## config.mk

```make
export PLATFORM = sky130hd
export DESIGN_NAME = power_sequencer
export DESIGN_NICKNAME = d
export VERILOG_FILES = /design/src/rtl/pwrseq_pkg.sv /design/src/rtl/pwrseq_timer.sv /design/src/rtl/power_sequencer.sv
export SDC_FILE = /design/constraint.sdc
export NUM_CORES = 1
export LEC_CHECK = 0
export CORE_MARGIN = 3
export CORE_UTILIZATION = 60
export CTS_CLUSTER_DIAMETER = 30
export DETAILED_ROUTE_END_ITERATION = 6
export HOLD_SLACK_MARGIN = 0.02
export PLACE_DENSITY = 0.81
export SKIP_LAST_GASP = 1
export SYNTH_ARGS = -nofsm -noshare
export SYNTH_HDL_FRONTEND = slang
export SYNTH_SLANG_ARGS = --single-unit
export TNS_END_PERCENT = 100
```

## constraint.sdc

```tcl
create_clock -name i_clk -period 5.9 [get_ports i_clk]
set_clock_uncertainty 0.1 [all_clocks]
set_input_delay 1.18 -clock i_clk [delete_from_list [all_inputs] [get_ports i_clk]]
set_output_delay 1.18 -clock i_clk [all_outputs]
set_load 0.02 [all_outputs]
```

## src/rtl/pwrseq_pkg.sv

```systemverilog
// pwrseq_pkg: shared types and helpers for the power sequencer.
//   pwrState_t     - sequencer state encoding
//   FAULT_*        - o_faultCode values
//   lowestSet()    - index of the lowest set bit, used to pick the faulting rail
package pwrseq_pkg;

  typedef enum logic [2:0] {
    ST_IDLE,
    ST_POWER_UP,
    ST_SETTLE,
    ST_RUNNING,
    ST_SHUTDOWN,
    ST_FAULT
  } pwrState_t;

  localparam logic [1:0] FAULT_NONE      = 2'b00;
  localparam logic [1:0] FAULT_TIMEOUT   = 2'b01;
  localparam logic [1:0] FAULT_RAIL      = 2'b10;
  localparam logic [1:0] FAULT_GOOD_LOST = 2'b11;

  // Lowest-index rail wins when several report at once.
  function automatic logic [2:0] lowestSet(input logic [7:0] vec);
    logic [2:0] idx;
    logic       found;
    idx   = '0;
    found = 1'b0;
    for (int unsigned i = 0; i < 8; i++) begin
      if (vec[i] && !found) begin
        idx   = 3'(i);
        found = 1'b1;
      end
    end
    return idx;
  endfunction

endpackage

```

## src/rtl/pwrseq_timer.sv

```systemverilog
// pwrseq_timer: loadable saturating up/down counter shared by the timeout,
// settle and power-off delays.
//   i_clk, i_nReset  clock, async active-low reset (count -> 0)
//   i_clear          synchronous clear to 0 (highest priority)
//   i_load           load i_loadValue
//   i_down           count down (saturate at 0) instead of up (saturate at all-ones)
//   i_term           terminal value to compare against
//   o_terminal       count equals i_term
module pwrseq_timer #(
  parameter int unsigned WIDTH = 23
) (
  input  logic             i_clk,
  input  logic             i_nReset,
  input  logic             i_clear,
  input  logic             i_load,
  input  logic [WIDTH-1:0] i_loadValue,
  input  logic             i_down,
  input  logic [WIDTH-1:0] i_term,
  output logic             o_terminal
);

  logic [WIDTH-1:0] count;

  always_ff @(posedge i_clk or negedge i_nReset) begin
    if (!i_nReset) begin
      count <= '0;
    end else if (i_clear) begin
      count <= '0;
    end else if (i_load) begin
      count <= i_loadValue;
    end else if (i_down) begin
      if (count != '0) count <= count - 1'b1;
    end else begin
      if (count != '1) count <= count + 1'b1;
    end
  end

  assign o_terminal = (count == i_term);

endmodule

```

## src/rtl/power_sequencer.sv

```systemverilog
// power_sequencer: ordered power-up / power-down of NUM_RAILS supply rails.
//   i_clk, i_nReset   clock, async active-low reset
//   i_start           level: high = rails on, low = rails off
//   i_clearFault      pulse: clears a latched fault (only with i_start low)
//   i_railGood        per-rail good from the rail monitors
//   i_railFault       per-rail latched fault from the rail monitors
//   o_railEnable      regulator enables
//   o_allGood         high in RUNNING
//   o_fault           latched fault indicator
//   o_faultCode       00 none, 01 timeout, 10 rail fault, 11 good lost
//   o_faultRail       index of the faulting rail
//   o_busy            high in POWER_UP, SETTLE, SHUTDOWN
// Optional macro PWRSEQ_AUTO_RETRY_EN: automatic restart after timeout or
// good-lost faults, up to MAX_RETRIES attempts.
module power_sequencer
  import pwrseq_pkg::*;
#(
  parameter int unsigned NUM_RAILS      = 4,
  parameter int unsigned CNT_WIDTH      = 23,
  parameter int unsigned TIMEOUT_CYCLES = 5000000,
  parameter int unsigned SETTLE_CYCLES  = 1000000,
  parameter int unsigned OFF_CYCLES     = 500000,
  parameter int unsigned MAX_RETRIES    = 3
) (
  input  logic                 i_clk,
  input  logic                 i_nReset,
  input  logic                 i_start,
  input  logic                 i_clearFault,
  input  logic [NUM_RAILS-1:0] i_railGood,
  input  logic [NUM_RAILS-1:0] i_railFault,
  output logic [NUM_RAILS-1:0] o_railEnable,
  output logic                 o_allGood,
  output logic                 o_fault,
  output logic [1:0]           o_faultCode,
  output logic [2:0]           o_faultRail,
  output logic                 o_busy
);

  if (NUM_RAILS < 2 || NUM_RAILS > 8 || MAX_RETRIES > 255 ||
      TIMEOUT_CYCLES < 1 || SETTLE_CYCLES < 1 || OFF_CYCLES < 1 ||
      64'(TIMEOUT_CYCLES) > (64'd1 << CNT_WIDTH) ||
      64'(SETTLE_CYCLES)  > (64'd1 << CNT_WIDTH) ||
      64'(OFF_CYCLES)     > (64'd1 << CNT_WIDTH)) begin : gBadParams
    $error("power_sequencer: parameter out of range");
  end

  localparam logic [2:0]           LAST_RAIL    = 3'(NUM_RAILS - 1);
  localparam logic [CNT_WIDTH-1:0] TIMEOUT_TERM = CNT_WIDTH'(TIMEOUT_CYCLES - 1);
  localparam logic [CNT_WIDTH-1:0] SETTLE_TERM  = CNT_WIDTH'(SETTLE_CYCLES - 1);
  localparam logic [CNT_WIDTH-1:0] OFF_TERM     = CNT_WIDTH'(OFF_CYCLES - 1);

  function automatic logic [NUM_RAILS-1:0] belowMask(input logic [2:0] n);
    logic [NUM_RAILS-1:0] m;
    m = '0;
    for (int unsigned i = 0; i < NUM_RAILS; i++) m[i] = (i < 32'(n));
    return m;
  endfunction

  function automatic logic [NUM_RAILS-1:0] upToMask(input logic [2:0] n);
    logic [NUM_RAILS-1:0] m;
    m = '0;
    for (int unsigned i = 0; i < NUM_RAILS; i++) m[i] = (i <= 32'(n));
    return m;
  endfunction

  pwrState_t            state, stateNext;
  logic [2:0]           idx, idxNext;
  logic                 faultNext;
  logic [1:0]           codeNext;
  logic [2:0]           railNext;
  logic [NUM_RAILS-1:0] upTo, below, curBit, faultSet, lostSet, enNext;
  logic [CNT_WIDTH-1:0] term;
  logic                 tc, timerClear;

`ifdef PWRSEQ_AUTO_RETRY_EN
  logic [7:0] retryCnt, retryCntNext;
`endif

  pwrseq_timer #(.WIDTH(CNT_WIDTH)) uTimer (
    .i_clk       (i_clk),
    .i_nReset    (i_nReset),
    .i_clear     (timerClear),
    .i_load      (1'b0),
    .i_loadValue ('0),
    .i_down      (1'b0),
    .i_term      (term),
    .o_terminal  (tc)
  );

  always_comb begin
    unique case (state)
      ST_POWER_UP:          term = TIMEOUT_TERM;
      ST_SETTLE:            term = SETTLE_TERM;
      ST_SHUTDOWN, ST_FAULT: term = OFF_TERM;
      default:              term = '1;
    endcase
  end

  always_comb begin
    stateNext = state;
    idxNext   = idx;
    faultNext = o_fault;
    codeNext  = o_faultCode;
    railNext  = o_faultRail;
`ifdef PWRSEQ_AUTO_RETRY_EN
    retryCntNext = retryCnt;
`endif
    upTo   = upToMask(idx);
    below  = belowMask(idx);
    curBit = upTo & ~below;
    // Rail k is still coming up in POWER_UP, so only rails below it can lose good.
    if (state == ST_RUNNING) begin
      faultSet = i_railFault;
      lostSet  = ~i_railGood;
    end else begin
      faultSet = i_railFault & upTo;
      lostSet  = ~i_railGood & ((state == ST_SETTLE) ? upTo : below);
    end

    unique case (state)
      ST_IDLE: begin
        if (i_start) begin
          stateNext = ST_POWER_UP;
          idxNext   = '0;
        end
      end

      ST_POWER_UP, ST_SETTLE, ST_RUNNING: begin
        if (|faultSet) begin
          faultNext = 1'b1;
          codeNext  = FAULT_RAIL;
          railNext  = lowestSet(8'(faultSet));
          stateNext = ST_SHUTDOWN;
        end else if (|lostSet) begin
          faultNext = 1'b1;
          codeNext  = FAULT_GOOD_LOST;
          railNext  = lowestSet(8'(lostSet));
          stateNext = ST_SHUTDOWN;
        end else if (!i_start) begin
          stateNext = ST_SHUTDOWN;
        end else if (state == ST_POWER_UP) begin
          if (|(i_railGood & curBit)) begin
            stateNext = ST_SETTLE;
          end else if (tc) begin
            faultNext = 1'b1;
            codeNext  = FAULT_TIMEOUT;
            railNext  = idx;
            stateNext = ST_SHUTDOWN;
          end
        end else if (state == ST_SETTLE) begin
          if (tc) begin
            if (idx == LAST_RAIL) begin
              stateNext = ST_RUNNING;
            end else begin
              idxNext   = idx + 3'd1;
              stateNext = ST_POWER_UP;
            end
          end
        end
`ifdef PWRSEQ_AUTO_RETRY_EN
        if (state == ST_RUNNING) retryCntNext = '0;
`endif
      end

      // idx names the rail most recently switched off.
      ST_SHUTDOWN: begin
        if (tc) begin
          if (idx == '0) stateNext = o_fault ? ST_FAULT : ST_IDLE;
          else           idxNext   = idx - 3'd1;
        end
      end

      ST_FAULT: begin
        if (i_clearFault && !i_start) begin
          stateNext = ST_IDLE;
          idxNext   = '0;
          faultNext = 1'b0;
          codeNext  = FAULT_NONE;
          railNext  = '0;
`ifdef PWRSEQ_AUTO_RETRY_EN
          retryCntNext = '0;
`endif
        end
`ifdef PWRSEQ_AUTO_RETRY_EN
        else if (o_faultCode != FAULT_RAIL && 32'(retryCnt) < MAX_RETRIES &&
                 tc && i_start) begin
          stateNext    = ST_POWER_UP;
          idxNext      = '0;
          faultNext    = 1'b0;
          codeNext     = FAULT_NONE;
          railNext     = '0;
          retryCntNext = retryCnt + 8'd1;
        end
`endif
      end

      default: stateNext = ST_IDLE;
    endcase

    unique case (stateNext)
      ST_POWER_UP, ST_SETTLE: enNext = upToMask(idxNext);
      ST_RUNNING:             enNext = '1;
      ST_SHUTDOWN:            enNext = belowMask(idxNext);
      default:                enNext = '0;
    endcase

    timerClear = (stateNext != state) || (idxNext != idx);
  end

  always_ff @(posedge i_clk or negedge i_nReset) begin
    if (!i_nReset) begin
      state        <= ST_IDLE;
      idx          <= '0;
      o_railEnable <= '0;
      o_allGood    <= 1'b0;
      o_busy       <= 1'b0;
      o_fault      <= 1'b0;
      o_faultCode  <= FAULT_NONE;
      o_faultRail  <= '0;
    end else begin
      state        <= stateNext;
      idx          <= idxNext;
      o_railEnable <= enNext;
      o_allGood    <= (stateNext == ST_RUNNING);
      o_busy       <= (stateNext == ST_POWER_UP) || (stateNext == ST_SETTLE) ||
                      (stateNext == ST_SHUTDOWN);
      o_fault      <= faultNext;
      o_faultCode  <= codeNext;
      o_faultRail  <= railNext;
    end
  end

`ifdef PWRSEQ_AUTO_RETRY_EN
  always_ff @(posedge i_clk or negedge i_nReset) begin
    if (!i_nReset) retryCnt <= '0;
    else           retryCnt <= retryCntNext;
  end
`endif

endmodule

```

# Word level (Yosys, flattened, before mapping)
# Index checks and enable logic that the tools add are counted.
# totals
register_bits,41
output_inout_bits,12
in_bits,12
wordCells,164
# classes
n_mux,85
magnitude_cmp,14
n_eq_ne,19
n_addsub,3
bitwise_logic,6
n_reduce_logical,28
# ops
operator,n
3-bit two-way mux,35
23-bit case mux with 3 select lines,1
23-bit two-way mux,2
1-bit two-way mux,30
3-bit case mux with 4 select lines,2
23-bit by 1-bit adder with 23-bit output (second input constant),1
23-bit equality test,1
23-bit inequality test (second input constant),1
4-bit AND,4
2-bit two-way mux,8
4-bit inequality test (second input constant),4
3-bit by 2-bit equality test with 1-bit output (second input constant),5
2-bit by 3-bit less-or-equal comparator with 1-bit output (first input constant),4
1-bit by 3-bit < comparator with 1-bit output (first input constant),4
2-bit by 3-bit < comparator with 1-bit output (first input constant),4
4-bit two-way mux,3
4-bit case mux with 3 select lines,1
4-bit OR reduction,3
3-bit equality test (second input constant),3
4-bit inverter,2
1-bit logical AND,7
1-bit zero test,7
3-bit by 1-bit equality test with 1-bit output (second input constant),2
1-bit by 3-bit less-or-equal comparator with 1-bit output (first input constant),2
13 further kinds,19

# Logic depth before layout (Yosys ltp)
# logic_depth
ltp_word,26
mapped_depth,14
mapped_depth_nobuf,12

# Modules after synthesis
# From an unflattened synthesis, not the netlist that was laid out.
# hier_totals
hier_cells,519
area_unflattened_um2,4175.3
# modules_own_cells
module,area_each_um2,instances,cells_each
pwrseq_timer,2631.3,1,325
power_sequencer,1544.0,1,194

# Worst setup path after synthesis
# OpenSTA, ideal clock, no wires.
# synth_path
path_kind,input to register
start,in i_railFault[0]
end,reg uTimer.count[18]
setup_slack_ns,2.029
t_arrival_ns,3.700
path_buffers,2
path_stages,11
cell_sequence,or3_1 -> o31ai_4 -> nand2_2 -> nor4_4 -> nand2_2 -> or4b_1 -> buf_2 -> a211o_1 -> a2111o_4 -> buf_6 -> nor2_1
# synth_between
elab_chain_cells,8
# synth_lines
element,line_no,source
start: declaration,power_sequencer.sv:30,"input logic [NUM_RAILS-1:0] i_railFault,"
4-bit AND,power_sequencer.sv:116,faultSet = i_railFault & upTo;
4-bit two-way mux *,power_sequencer.sv:112,if (state == ST_RUNNING) begin
4-bit OR reduction *,power_sequencer.sv:129,if (|faultSet) begin
3-bit two-way mux,power_sequencer.sv:129,
3-bit case mux with 4 select lines,power_sequencer.sv:120,unique case (state)
3-bit inequality test,power_sequencer.sv:207,timerClear = (stateNext != state) || (idxNext != idx);
1-bit logical OR *,power_sequencer.sv:207,
23-bit two-way mux / 2-bit nonzero test (equally long branches),--,
end signal: assignment,pwrseq_timer.sv:30,count <= i_loadValue;
end signal: assignment,pwrseq_timer.sv:32,if (count != '0) count <= count - 1'b1;
end signal: assignment,pwrseq_timer.sv:34,if (count != '1) count <= count + 1'b1;
end: declaration,pwrseq_timer.sv:22,logic [WIDTH-1:0] count;
# Mark *: on every way between the ends. The rest lies on a longest branch, timed or not.
# A chain may end at the register's enable or synchronous reset.

# Final worst setup path
# layout_path
start,in i_railFault[0]
end,reg uTimer.count[20]
# Same word-level chain as after synthesis.

==> impl_results.html <==
<table>
<tr><th>Metric</th><th>Value</th></tr>
<tr><th colspan="2">Timing</th></tr>
<tr><td>Post-route setup TNS</td><td>0 ns</td></tr>
<tr><td>Final worst-path cycle share</td><td>74.6%</td></tr>
<tr><td>Worst setup margin</td><td>1.50 ns</td></tr>
<tr><td>Measured slew at the worst slew-check pin</td><td>0.894 ns</td></tr>
<tr><td>RSZ-0062 raised after global routing</td><td>no</td></tr>
<tr><td>Relative slew slack</td><td>40.4%</td></tr>
<tr><td>Count of final hold-check violations</td><td>0</td></tr>
<tr><td>Achievable Freq</td><td>0.227 GHz</td></tr>
<tr><td>Final min period</td><td>4.40 ns</td></tr>
<tr><td>Number of pins with negative max-slew slack in the final report</td><td>0</td></tr>
<tr><td>Setup violation total in the final timing report</td><td>0</td></tr>
<tr><th colspan="2">Worst hold path</th></tr>
<tr><td>Startpoint of the worst hold path</td><td>o_faultRail[2]</td></tr>
<tr><td>Worst Hold Path Cells</td><td>2</td></tr>
<tr><td>Worst hold path endpoint</td><td>o_faultRail[2]</td></tr>
<tr><td>Hold crit path type</td><td>flop to flop</td></tr>
<tr><th colspan="2">Clocking</th></tr>
<tr><td>Maximum root-to-sink buffer count</td><td>2</td></tr>
<tr><td>Hold buffer count at cts</td><td>0</td></tr>
<tr><td>Cells resized by post-CTS repair</td><td>0</td></tr>
<tr><td>Total number of H-tree levels</td><td>2</td></tr>
<tr><td>TritonCTS sink count</td><td>41</td></tr>
<tr><td>Clock transition at the register clock pins on the worst setup and hold paths after CTS</td><td>0.08 ns</td></tr>
<tr><td>Clk Tree Root Cell</td><td>sky130_fd_sc_hd__clkbuf_8</td></tr>
<tr><td>Buffer count from post-CTS setup fixing</td><td>0</td></tr>
<tr><td>Insertion delay of the later-clocked pin in the worst-skew pair</td><td>0.30 ns</td></tr>
<tr><td>Clock tree from TritonCTS</td><td>yes</td></tr>
<tr><td>Number of buffers added by the clock tree synthesis step</td><td>5</td></tr>
<tr><th colspan="2">Critical path</th></tr>
<tr><td>Worst-case reg-to-reg path depth</td><td>11</td></tr>
<tr><td>Startpoint of the most critical register-to-register path</td><td>idx[0]</td></tr>
<tr><td>Critical-path cell list</td><td>clkdlybuf4s50_1 -&gt; or3_1 -&gt; o31ai_4 -&gt; nand2_2 -&gt; nor4_4 -&gt; nand2_2 -&gt; or4b_1 -&gt; a211o_1 -&gt; a2111o_4 -&gt; nor3_1</td></tr>
<tr><td>Worst setup path category</td><td>primary input to flop</td></tr>
<tr><td>Slack of the worst reg-to-reg path</td><td>1.60 ns</td></tr>
<tr><td>Critical path required time</td><td>6.01 ns</td></tr>
<tr><td>Reg-to-reg endpoint</td><td>uTimer.count[20]</td></tr>
<tr><td>Slowest stage cell on the critical path</td><td>sky130_fd_sc_hd__or4b_1</td></tr>
<tr><td>Arrival time worst endpoint</td><td>4.52 ns</td></tr>
<tr><td>Count of buffer and inverter cells on the critical path</td><td>1</td></tr>
<tr><td>Category of the worst setup path launch point</td><td>primary input</td></tr>
<tr><td>Maximum cell stage delay along the critical path</td><td>0.61 ns</td></tr>
<tr><td>Worst path top cell family by delay</td><td>simple AND/OR/NAND/NOR gates</td></tr>
<tr><td>Critical path endpoint category</td><td>flop</td></tr>
<tr><td>Launch point of the critical path</td><td>i_railFault[0]</td></tr>
<tr><td>Crit path max fanout</td><td>23</td></tr>
<tr><td>Dominant cell type by count on the critical path</td><td>sky130_fd_sc_hd__nand2_2</td></tr>
<tr><th colspan="2">Final layout</th></tr>
<tr><td>Commonest non-fill, non-tap cell in the layout</td><td>sky130_fd_sc_hd__nor2_1</td></tr>
<tr><td>Antenna cell count</td><td>0</td></tr>
<tr><td>Layout net count</td><td>385</td></tr>
<tr><td>Summed area of non-filler cells in the final layout</td><td>0.00335 sq mm</td></tr>
<tr><td>Most frequent cells in the layout</td><td>45 x sky130_fd_sc_hd__nor2_1, 41 x sky130_fd_sc_hd__dfrtp_1, 29 x sky130_fd_sc_hd__nand2_1, 22 x sky130_fd_sc_hd__clkdlybuf4s50_1</td></tr>
<tr><td>Post-layout utilization of the core</td><td>69.5%</td></tr>
<tr><td>Fraction of layout cells with a size suffix above 1</td><td>9.51%</td></tr>
<tr><td>Area added between synthesis and finish</td><td>9.31%</td></tr>
<tr><th colspan="2">Global route</th></tr>
<tr><td>Number of antenna violations at the first check in global routing</td><td>0</td></tr>
<tr><td>Total global routing track utilization</td><td>25.2%</td></tr>
<tr><td>Overall overflow remaining after global route</td><td>0</td></tr>
<tr><td>Global-route wire length before repair</td><td>12.3 mm</td></tr>
<tr><td>Pin count of the biggest net entering global routing</td><td>42</td></tr>
<tr><td>Via count of the first global-routing pass</td><td>2,551</td></tr>
<tr><th colspan="2">Floorplanning</th></tr>
<tr><td>Effective utilization at floorplan</td><td>63.6%</td></tr>
<tr><td>Height of the die</td><td>77.5 um</td></tr>
<tr><td>Die area</td><td>0.00600 sq mm</td></tr>
<tr><td>Core outline area</td><td>0.00482 sq mm</td></tr>
<tr><td>Site row count</td><td>25</td></tr>
<tr><td>Die Wd</td><td>77.5 um</td></tr>
<tr><td>IO Count</td><td>24</td></tr>
<tr><th colspan="2">Yosys</th></tr>
<tr><td>Count of warnings emitted by yosys</td><td>0</td></tr>
<tr><td>Syn avg cell area</td><td>8.58 sq um</td></tr>
<tr><td>Nets in the synthesized netlist</td><td>375</td></tr>
<tr><td>Fraction of registers with async set/reset</td><td>100%</td></tr>
<tr><td>Portion of the post-synthesis area used by sequential elements</td><td>33.5%</td></tr>
<tr><td>Post-synthesis instance area</td><td>0.00306 sq mm</td></tr>
<tr><td>Leading register cell type out of synthesis</td><td>sky130_fd_sc_hd__dfrtp_1</td></tr>
<tr><td>Number of different library cells in the post-synthesis netlist</td><td>74</td></tr>
<tr><td>Synthesized flop and latch total</td><td>41</td></tr>
<tr><td>Post-Synthesis Cells</td><td>357</td></tr>
<tr><td>Number of synthesized flops with an enable pin</td><td>0</td></tr>
<tr><th colspan="2">Place</th></tr>
<tr><td>Gp weighted congestion</td><td>0.952</td></tr>
<tr><td>Post-detail-place hpwl</td><td>5.31 mm</td></tr>
<tr><td>Count of buffers from port buffering</td><td>23</td></tr>
<tr><td>Post-Place Cell Area</td><td>0.00326 sq mm</td></tr>
<tr><td>Worst setup timing slack at the placement stage</td><td>1.21 ns</td></tr>
<tr><th colspan="2">Pwr</th></tr>
<tr><td>Power per unit of standard cell area</td><td>358 mW/mm^2</td></tr>
<tr><td>VDD IR max</td><td>0.000328 V</td></tr>
<tr><td>P_leak</td><td>1.33 nW</td></tr>
<tr><td>Total Power</td><td>1.20 mW</td></tr>
<tr><th colspan="2">Drt</th></tr>
<tr><td>Detailed-route via count</td><td>2,811</td></tr>
<tr><td>Average detailed-routed wire length per instance</td><td>16.7 um</td></tr>
<tr><td>DRC errors left</td><td>0</td></tr>
<tr><td>Via/cell ratio</td><td>6.46</td></tr>
<tr><td>Number of DRC markers in iteration 0</td><td>297</td></tr>
<tr><td>Detail Route Antenna Nets</td><td>0</td></tr>
<tr><td>Total routed wirelength</td><td>7.28 mm</td></tr>
<tr><td>First-pass iteration count of the detailed router</td><td>5</td></tr>
<tr><th colspan="2">Job</th></tr>
<tr><td>Maximum Capacitance Violations</td><td>0</td></tr>
<tr><th colspan="2">Outcome</th></tr>
<tr><td>Status</td><td>finished clean</td></tr>
</table>
## stage by stage
stage,hold slack (ns),std cells
after floorplan,0.412,357
after global placement,0.360,427
after detailed placement,0.374,427
after CTS,0.393,435
after global routing,0.434,435
final,0.391,435
## synth_stat cells (2+ instances only)
library cell | number | share of area, %
sky130_fd_sc_hd__ha_1 | 6 | 2.5
sky130_fd_sc_hd__and4_1 | 4 | 1.1
sky130_fd_sc_hd__o21ai_0 | 13 | 2.1
sky130_fd_sc_hd__nor4_1 | 5 | 1.0
sky130_fd_sc_hd__a21oi_1 | 10 | 1.6
sky130_fd_sc_hd__clkbuf_1 | 10 | 1.2
sky130_fd_sc_hd__a31o_2 | 4 | 1.1
sky130_fd_sc_hd__o211ai_1 | 3 | 0.74
sky130_fd_sc_hd__inv_1 | 15 | 1.8
sky130_fd_sc_hd__and3_1 | 4 | 0.82
sky130_fd_sc_hd__or3b_2 | 2 | 0.57
sky130_fd_sc_hd__and2_1 | 2 | 0.41
sky130_fd_sc_hd__a211oi_1 | 3 | 0.74
sky130_fd_sc_hd__o31ai_1 | 3 | 0.74
sky130_fd_sc_hd__mux2i_1 | 4 | 1.3
sky130_fd_sc_hd__buf_2 | 4 | 0.65
sky130_fd_sc_hd__nand2_2 | 2 | 0.41
sky130_fd_sc_hd__nor2b_1 | 4 | 0.82
sky130_fd_sc_hd__nor2_1 | 45 | 5.5
sky130_fd_sc_hd__nand3_1 | 15 | 2.5
sky130_fd_sc_hd__nand2b_1 | 3 | 0.61
sky130_fd_sc_hd__dfrtp_1 | 41 | 33
sky130_fd_sc_hd__a31oi_1 | 7 | 1.4
sky130_fd_sc_hd__o32a_1 | 2 | 0.65
sky130_fd_sc_hd__nand2_1 | 29 | 3.6
sky130_fd_sc_hd__nor3_1 | 12 | 2.0
sky130_fd_sc_hd__xnor2_1 | 12 | 3.4
sky130_fd_sc_hd__a211o_1 | 2 | 0.57
sky130_fd_sc_hd__a21o_1 | 4 | 0.98
sky130_fd_sc_hd__or3_1 | 4 | 0.82
sky130_fd_sc_hd__or4_1 | 4 | 0.98
sky130_fd_sc_hd__o2111ai_1 | 2 | 0.57
sky130_fd_sc_hd__mux2_2 | 2 | 0.74
sky130_fd_sc_hd__nor2_2 | 5 | 1.0
sky130_fd_sc_hd__buf_6 | 5 | 1.8
sky130_fd_sc_hd__xor2_1 | 12 | 3.4
sky130_fd_sc_hd__o21bai_1 | 3 | 0.74
sky130_fd_sc_hd__o21ba_2 | 2 | 0.65
sky130_fd_sc_hd__a221oi_1 | 3 | 0.86
sky130_fd_sc_hd__nand4_1 | 11 | 2.2
## metal layers
layer	global-route usage (%)	vias to the layer above	wire, um
li1	-	1331	-
met1	36.6	1333	3340
met2	39.1	137	3310
met5	0	-	0
met3	4.52	10	553
met4	6.05	0	76
## worst min-delay path: cells and delay by family, from the launching register on
| kind | cells | cell delay (ns) |
|---|---|---|
| compound gates | 1 | 0.06 |
| flops | 1 | 0.35 |
| simple gates | 1 | 0.05 |
## how the worst max path moves through the flow
stage                             endpoint  slack [ns]  cells past startpoint
after global placement    uTimer.count[20]        1.35                     10
after global routing      uTimer.count[20]        1.33                     10
after CTS                 uTimer.count[20]        1.51                     10
final                     uTimer.count[20]        1.50                     10
after detailed placement  uTimer.count[20]        1.21                     10
after floorplan           uTimer.count[18]        2.03                     11
## power breakdown
group | leakage (nW) | switching (mW) | internal [mW]
logic | 0.724 | 0.361 | 0.252
registers | 0.556 | 0.0752 | 0.320
clock network | 0.0481 | 0.105 | 0.0840
total | 1.33 | 0.541 | 0.656
## kinds of logic (layout without fill, tap and decap cells)
kind of cell	Yosys count	count (layout)	share of synthesized area (%)
simple gates	160	160	27.5
compound gates	84	84	21.8
flops	41	41	33.5
buf+inv	36	47	5.84
xor+xnor	24	24	6.86
fa+ha+maj	6	6	2.45
mux	6	6	2.04
## layout make-up
type | count | area [sq um]
Clock inverter | 3 | 22.5
Fill cell | 407 | 1470
Timing Repair Buffer | 24 | 233
Multi-Input combinational cell | 280 | 1860
Clock buffer | 5 | 68.8
Sequential cell | 41 | 1030
Tap cell | 67 | 83.8
Inverter | 15 | 56.3
## registers in the layout, indices dropped and copies added (netlist names)
name,count
o_railEnable,4
o_busy,1
o_faultCode,2
uTimer.count,23
idx,3
o_allGood,1
state,3
o_faultRail,3
o_fault,1
(Power assumes the default switching activity.)
